### config.mk
export PLATFORM = sky130hd
export DESIGN_NAME = cmult_arbiter_5
export DESIGN_NICKNAME = d
export VERILOG_FILES = /design/src/rtl/fft5_pkg.sv /design/src/rtl/rr_arbiter_5.sv /design/src/rtl/cmult_arbiter_5.sv
export SDC_FILE = /design/constraint.sdc
export NUM_CORES = 1
export LEC_CHECK = 0
export CORE_AREA = 2 2 139 141
export DETAILED_ROUTE_END_ITERATION = 8
export DIE_AREA = 0 0 141 143
export PLACE_DENSITY = 0.69
export SYNTH_ARGS = -nofsm -noshare
export SYNTH_HDL_FRONTEND = slang
export SYNTH_HIERARCHICAL = 1
export SYNTH_SLANG_ARGS = --single-unit
### constraint.sdc
create_clock -name clk -period 2.8 [get_ports clk]
set_input_delay 0.28 -clock clk [delete_from_list [all_inputs] [get_ports clk]]
set_output_delay 0.28 -clock clk [all_outputs]
set_load 0.02 [all_outputs]
### src/rtl/fft5_pkg.sv
// fft5_pkg
//   Shared definitions for the fft_5 datapath helpers: the multiplier-arbiter
//   FSM state encoding, default operand/result widths and a constant-time
//   clog2 helper usable in parameter expressions.
package fft5_pkg;

  typedef enum logic [1:0] {
    IDLE  = 2'd0,
    ISSUE = 2'd1,
    WAIT  = 2'd2,
    RESP  = 2'd3
  } state_t;

  localparam int DW_DEF = 12;
  localparam int RW_DEF = 24;

  // Smallest r with 2**r >= value (value >= 1).
  function automatic int clog2(input int value);
    int r;
    r = 0;
    for (int i = 0; i < 31; i++) begin
      r = ((1 << i) < value) ? i + 1 : r;
    end
    return r;
  endfunction

endpackage

### src/rtl/rr_arbiter_5.sv
// rr_arbiter_5
//   Combinational round-robin picker: returns the first asserted request at
//   or after the pointer, wrapping cyclically, plus a found flag.
// Ports
//   i_req_valid  in  N_REQ  request lines
//   i_rr_ptr     in  IDW    highest-priority index this cycle
//   o_grant      out IDW    chosen index (0 when nothing found)
//   o_found      out 1      at least one request asserted
module rr_arbiter_5 #(
  parameter int N_REQ = 4,
  parameter int IDW   = 2
) (
  input  logic [N_REQ-1:0] i_req_valid,
  input  logic [IDW-1:0]   i_rr_ptr,
  output logic [IDW-1:0]   o_grant,
  output logic             o_found
);

  // Scan offsets from farthest to nearest so the nearest valid index wins.
  always_comb begin
    int w_sum;
    int w_idx;
    o_grant = '0;
    o_found = 1'b0;
    for (int k = N_REQ - 1; k >= 0; k--) begin
      w_sum   = int'(i_rr_ptr) + k;
      w_idx   = (w_sum >= N_REQ) ? w_sum - N_REQ : w_sum;
      o_grant = i_req_valid[w_idx[IDW-1:0]] ? w_idx[IDW-1:0] : o_grant;
      o_found = i_req_valid[w_idx[IDW-1:0]] ? 1'b1 : o_found;
    end
  end

endmodule

### src/rtl/cmult_arbiter_5.sv
// cmult_arbiter_5
//   Shares a single complex multiplier among N_REQ fft_5 requesters. One
//   multiply is in flight at a time; requesters are served round-robin, the
//   operands are latched at grant, the multiplier is held enabled until all
//   four result_rdy lines are high, and the result is returned tagged with
//   the requester ID. A watchdog turns a hung multiplier into an error
//   response with zeroed data.
// Ports
//   clk, rst_n              clock, asynchronous active-low reset
//   req_valid/req_ready     per-requester request / one-cycle grant strobe
//   req_ops                 {a,b,c,d} per requester, requester i at i*4*DW
//   rsp_valid/rsp_ready     result handshake
//   rsp_id/real/img/err     tagged result, err = watchdog timeout
//   cm_a..cm_d, cm_en       multiplier operands and enable
//   cm_rdy, cm_real, cm_img multiplier ready lines and results
//   busy                    FSM is not IDLE
module cmult_arbiter_5 import fft5_pkg::*; #(
  parameter int N_REQ   = 4,
  parameter int DW      = DW_DEF,
  parameter int RW      = RW_DEF,
  parameter int IDW     = clog2(N_REQ),
  parameter int TIMEOUT = 40
) (
  input  logic                  clk,
  input  logic                  rst_n,
  input  logic [N_REQ-1:0]      req_valid,
  output logic [N_REQ-1:0]      req_ready,
  input  logic [N_REQ*4*DW-1:0] req_ops,
  output logic                  rsp_valid,
  input  logic                  rsp_ready,
  output logic [IDW-1:0]        rsp_id,
  output logic [RW-1:0]         rsp_real,
  output logic [RW-1:0]         rsp_img,
  output logic                  rsp_err,
  output logic [DW-1:0]         cm_a,
  output logic [DW-1:0]         cm_b,
  output logic [DW-1:0]         cm_c,
  output logic [DW-1:0]         cm_d,
  output logic                  cm_en,
  input  logic [3:0]            cm_rdy,
  input  logic [RW-1:0]         cm_real,
  input  logic [RW-1:0]         cm_img,
  output logic                  busy
);

  localparam int TW = clog2(TIMEOUT);

  state_t           r_state,     w_state_nxt;
  logic [IDW-1:0]   r_rr_ptr,    w_rr_ptr_nxt;
  logic [TW-1:0]    r_timer,     w_timer_nxt;
  logic [N_REQ-1:0] r_req_ready, w_req_ready_nxt;
  logic             r_rsp_valid, w_rsp_valid_nxt;
  logic [IDW-1:0]   r_rsp_id,    w_rsp_id_nxt;
  logic [RW-1:0]    r_rsp_real,  w_rsp_real_nxt;
  logic [RW-1:0]    r_rsp_img,   w_rsp_img_nxt;
  logic             r_rsp_err,   w_rsp_err_nxt;
  logic [DW-1:0]    r_cm_a,      w_cm_a_nxt;
  logic [DW-1:0]    r_cm_b,      w_cm_b_nxt;
  logic [DW-1:0]    r_cm_c,      w_cm_c_nxt;
  logic [DW-1:0]    r_cm_d,      w_cm_d_nxt;
  logic             r_cm_en,     w_cm_en_nxt;
  logic             r_busy;

  logic [IDW-1:0]   w_grant;
  logic             w_found;
  logic [4*DW-1:0]  w_ops_sel;

  rr_arbiter_5 #(
    .N_REQ (N_REQ),
    .IDW   (IDW)
  ) u_rr (
    .i_req_valid (req_valid),
    .i_rr_ptr    (r_rr_ptr),
    .o_grant     (w_grant),
    .o_found     (w_found)
  );

  assign w_ops_sel = req_ops[int'(w_grant)*4*DW +: 4*DW];

  // Next-state and next-output logic; every register holds unless changed.
  always_comb begin
    w_state_nxt     = r_state;
    w_rr_ptr_nxt    = r_rr_ptr;
    w_timer_nxt     = r_timer;
    w_req_ready_nxt = '0;
    w_rsp_valid_nxt = r_rsp_valid;
    w_rsp_id_nxt    = r_rsp_id;
    w_rsp_real_nxt  = r_rsp_real;
    w_rsp_img_nxt   = r_rsp_img;
    w_rsp_err_nxt   = r_rsp_err;
    w_cm_a_nxt      = r_cm_a;
    w_cm_b_nxt      = r_cm_b;
    w_cm_c_nxt      = r_cm_c;
    w_cm_d_nxt      = r_cm_d;
    w_cm_en_nxt     = r_cm_en;
    case (r_state)
      IDLE: begin
        if (w_found) begin
          // Operands and enable rise together, so the multiplier never
          // sees cm_en with stale operands.
          w_req_ready_nxt = {{(N_REQ-1){1'b0}}, 1'b1} << w_grant;
          w_cm_a_nxt      = w_ops_sel[4*DW-1 -: DW];
          w_cm_b_nxt      = w_ops_sel[3*DW-1 -: DW];
          w_cm_c_nxt      = w_ops_sel[2*DW-1 -: DW];
          w_cm_d_nxt      = w_ops_sel[DW-1:0];
          w_rsp_id_nxt    = w_grant;
          w_rr_ptr_nxt    = (w_grant == IDW'(N_REQ-1)) ? '0 : w_grant + IDW'(1);
          w_cm_en_nxt     = 1'b1;
          w_state_nxt     = ISSUE;
        end else begin
          w_state_nxt = IDLE;
        end
      end
      ISSUE: begin
        w_timer_nxt = '0;
        w_state_nxt = WAIT;
      end
      WAIT: begin
        if (&cm_rdy) begin
          w_rsp_real_nxt  = cm_real;
          w_rsp_img_nxt   = cm_img;
          w_rsp_err_nxt   = 1'b0;
          w_rsp_valid_nxt = 1'b1;
          w_cm_en_nxt     = 1'b0;
          w_state_nxt     = RESP;
        end else if (r_timer == TW'(TIMEOUT-1)) begin
          w_rsp_real_nxt  = '0;
          w_rsp_img_nxt   = '0;
          w_rsp_err_nxt   = 1'b1;
          w_rsp_valid_nxt = 1'b1;
          w_cm_en_nxt     = 1'b0;
          w_state_nxt     = RESP;
        end else begin
          w_timer_nxt = r_timer + TW'(1);
        end
      end
      RESP: begin
        // Returning to IDLE costs a cycle, so no grant overlaps the handshake.
        if (rsp_ready) begin
          w_rsp_valid_nxt = 1'b0;
          w_state_nxt     = IDLE;
        end else begin
          w_state_nxt = RESP;
        end
      end
      default: begin
        w_state_nxt = IDLE;
        w_cm_en_nxt = 1'b0;
      end
    endcase
  end

  // State, operand, result and watchdog registers.
  always_ff @(posedge clk or negedge rst_n) begin
    if (!rst_n) begin
      r_state     <= IDLE;
      r_rr_ptr    <= '0;
      r_timer     <= '0;
      r_req_ready <= '0;
      r_rsp_valid <= 1'b0;
      r_rsp_id    <= '0;
      r_rsp_real  <= '0;
      r_rsp_img   <= '0;
      r_rsp_err   <= 1'b0;
      r_cm_a      <= '0;
      r_cm_b      <= '0;
      r_cm_c      <= '0;
      r_cm_d      <= '0;
      r_cm_en     <= 1'b0;
      r_busy      <= 1'b0;
    end else begin
      r_state     <= w_state_nxt;
      r_rr_ptr    <= w_rr_ptr_nxt;
      r_timer     <= w_timer_nxt;
      r_req_ready <= w_req_ready_nxt;
      r_rsp_valid <= w_rsp_valid_nxt;
      r_rsp_id    <= w_rsp_id_nxt;
      r_rsp_real  <= w_rsp_real_nxt;
      r_rsp_img   <= w_rsp_img_nxt;
      r_rsp_err   <= w_rsp_err_nxt;
      r_cm_a      <= w_cm_a_nxt;
      r_cm_b      <= w_cm_b_nxt;
      r_cm_c      <= w_cm_c_nxt;
      r_cm_d      <= w_cm_d_nxt;
      r_cm_en     <= w_cm_en_nxt;
      r_busy      <= (w_state_nxt != IDLE);
    end
  end

  assign req_ready = r_req_ready;
  assign rsp_valid = r_rsp_valid;
  assign rsp_id    = r_rsp_id;
  assign rsp_real  = r_rsp_real;
  assign rsp_img   = r_rsp_img;
  assign rsp_err   = r_rsp_err;
  assign cm_a      = r_cm_a;
  assign cm_b      = r_cm_b;
  assign cm_c      = r_cm_c;
  assign cm_d      = r_cm_d;
  assign cm_en     = r_cm_en;
  assign busy      = r_busy;

endmodule

==> run summary <==
CTS sink count -> 116
Hold WC Path Type -> in -> async
Period minus WS final -> 2.22 ns
EDFF count, synth -> 0
Pleak -> 4.41 nW
Routed Antenna Nets -> 0
non-filler cells, final -> 1084
Starting Density -> 30.8%
Bufs and invs on worst path -> 3
post-cts sizing count -> 0
Psw -> 0.00365 W
row cnt -> 50
Clock Latency Late Sink -> 0.41 ns
Reg-to-Reg Start -> r_rr_ptr[0]$_DFFE_PN0P_
status -> finished, final reports clean
H-tree depth -> 4
GRT Overall Usage -> 19.6%
Multi-input gate area -> 2600 um^2
CP Cell Sequence -> clkdlybuf4s50_1 -> inv_1 -> a22o_1 -> a211oi_4 -> buf_12 -> mux4_2 -> nand2_1 -> nand2_1
Mapped Area -> 5720 um^2
Worst path top cell family by delay -> buffers and inverters
most used cell, CP -> nand2_1
CORE AREA -> 18600 um^2
relative slew slack -> 30.8%
Net Sw Frac -> 36.1%
fmax -> 451 MHz
logic gate share of total power -> 48.4%
Peak supply drop -> 376 uV
critical path type -> in -> reg
Mapped Avg Cell Area -> 11.9 um^2
first-pass GRT wire length -> 30.0 mm
Synth area leaders -> dfrtp_1 (51%), mux4_2 (19%), nand2_1 (11%), a22o_1 (7.5%), buf_2 (1.1%)
Primary FF master, synth -> dfrtp_1
syn nets -> 738
Tightest Pin Transition -> 1.04 ns
maximum buffer depth of the clock tree -> 2
initial antenna violation count -> 3
Final Hold Viols -> 0
Clock Skew -> 0.0126 ns
reg2reg path depth -> 7
gr ovfl total -> 0
Chip Width -> 141 um
commonest cells in the netlist -> nand2_1 (162), dfrtp_1 (116), a22o_1 (49)
Initial DRT Pass Iterations -> 4
Post-Syn Instances -> 482
Data required, critical path -> 3.09 ns
total chip power -> 0.0101 W
Synth async-reset ratio -> 100%
GPL Wtd Cong -> 0.817
vias in the first global route -> 5361
layout cells sized above 1 -> 12.2%
period utilization -> 79.2%
share of the synthesized area in the top cell type -> 50.8%
placed inst area -> 9510 um^2
CTS tree -> yes
Seq/Total Area, Yosys -> 50.8%
met1 Track Usage GR -> 23.3%
final WL -> 19.8 mm
Power Internal -> 0.00647 W
Filler Cell Count -> 1614
GRT Max-Usage Layer -> met2
register bit total from synthesis -> 116
Synth cell types -> 40
crit path DAT -> 2.51 ns
Max-Cap Viols -> 0
clock share of power -> 22.8%
CP Launch Type -> primary input
Clock Pin Slew Worst Setup and Hold Paths -> 0.05 ns
max incr delay on CP -> 0.55 ns
DR WL/cell -> 18.3 um
RSZ-0062 raised after global routing -> false
Placed Instances -> 1048
Port-buffer cells -> 356
Crit Path Max Fanout -> 41
total vias in the final route -> 5257
max-slew violations -> 0
met2 usage -> 32.6%
total negative slack -> 0 ns
initial drt markers -> 233
CP endpoint kind -> register
GR Util met3 -> 7.31%
Num CTS Buffers -> 17
Design Area, Final -> 10200 um^2
Crit. Startpoint -> req_valid[3]
most instantiated library cell after synthesis -> nand2_1
Root Buffer -> clkbuf_16
I/O pins -> 357
number of setup violations in the final report -> 0
Area Growth Syn to Fin -> 77.8%
setup slack, reg-to-reg -> 0.61 ns
Flop pwr share -> 28.8%
pwr dens -> 995 nW/um^2
dpl hpwl -> 14.9 mm
vias per cell -> 4.85
Post-layout nets -> 1090
Register Area -> 2900 um^2
area of the die -> 20200 um^2
area leader, netlist -> dfrtp_1
worst r2r dst -> cm_c[10]$_DFFE_PN0P_
largest net degree at the start of global routing -> 55
Die Y -> 143 um
DRC -> 0
Critical-path top delay cell -> mux4_2
Synth warnings -> 6
[registers in the layout (all words and copies together) (netlist names)]
signal,count
r_state,2
rsp_img,24
r_timer,6
cm_b,12
cm_d,12
rsp_err,1
req_ready,4
cm_c,12
cm_en,1
busy,1
rsp_real,24
r_rr_ptr,2
rsp_valid,1
cm_a,12
rsp_id,2
[cells in the final DEF (no fill, tap or decap), types with 2 or more instances in the layout]
cell             synthesis  layout
a21oi_1                  4       3
a22o_1                  49      49
a31oi_1                  3       3
and3_1                   4       4
buf_12                   0       3
buf_4                    7       9
bufinv_16                0       3
clkbuf_16                0      17
clkbuf_8                 0       5
clkdlybuf4s50_1          0     355
clkinv_4                 0       2
clkinvlp_4               0       3
dfrtp_1                116     116
diode_2                  0       3
ha_1                     5       5
inv_1                    7       7
mux4_2                  48      48
nand2_1                162     161
nand2b_1                 4       4
nand3_1                  3       3
nand4_1                  2       2
nor2_1                  11      10
o21ai_0                  5       5
o21ai_1                  2       2
o31ai_1                  2       2
or4_1                    2       2
[routing by layer]
layer  wire length (um)  vias up  part of all wire [%]
met2               9870      259                    50
met3               1710       27                   8.6
met4                484        0                   2.4
met5                  0        -                     0
met1               7750     2526                    39
li1                   -     2445                     -
[power by group through the flow]
stage / logic [W] / clock network (W) / registers, W
6_report: 0.00490 / 0.00231 / 0.00291
5_1_grt: 0.00526 / 0.00245 / 0.00300
4_1_cts: 0.00498 / 0.00237 / 0.00291
3_5_place_dp: 0.00496 / 0 / 0.00292
3_3_place_gp: 0.00491 / 0 / 0.00290
2_1_floorplan: 0.00190 / 0 / 0.00367
[final cells by class]
class	count	share of cell area [%]
Sequential cell	116	28.6
Clock inverter	10	1.42
Clock buffer	22	4.86
Antenna cell	3	0.0739
Tap cell	234	2.88
Inverter	8	0.295
Timing Repair Buffer	368	36.3
Multi-Input combinational cell	323	25.6
[per-stage QoR]
step / utilization, % / setup slack [ns] / hold slack, ns
final: 54.7 / 0.582 / 0.460
after global routing: 54.7 / 0.488 / 0.466
after CTS: 54.7 / 0.597 / 0.461
after detailed placement: 51.2 / 0.147 / 0.368
after global placement: 51.2 / 0.214 / 0.359
after floorplan: - / 0.777 / -0.0156
[how the worst max path moves through the flow]
stage,cells after the start,to
floorplan,8,cm_a[10]$_DFFE_PN0P_
global placement,8,cm_d[3]$_DFFE_PN0P_
detailed placement,8,cm_b[0]$_DFFE_PN0P_
CTS,8,cm_b[0]$_DFFE_PN0P_
global route,8,cm_c[9]$_DFFE_PN0P_
finish,8,cm_c[10]$_DFFE_PN0P_
[cells by family (layout without fill, tap and decap cells)]
family | Yosys count | in the layout | synth area share [%]
and+or+nand+nor | 194 | 194 | 13.9
DFF | 116 | 116 | 50.8
AOI/OAI and AO/OA | 76 | 76 | 11.1
muxes | 48 | 48 | 18.9
buffers and inverters | 43 | 408 | 4.22
adders and majority gates | 5 | 5 | 1.09
other | 0 | 3 | 0
[what timing repair did]
| action | CTS | global route |
|---|---|---|
| setup endpoints to repair | 0 | 0 |
| buffers inserted | 0 | 0 |
| hold endpoints to repair | 48 | 0 |
| hold buffers | 1 | 0 |
[worst reg2reg max path, stage by stage, from the launching register on]
cell	delay, ns
dfrtp_1	0.37
inv_1	0.07
a22o_1	0.23
a211oi_4	0.32
buf_12	0.32
mux4_2	0.61
nand2_1	0.08
nand2_1	0.07
Note: power is estimated with default switching activity, not from simulation.
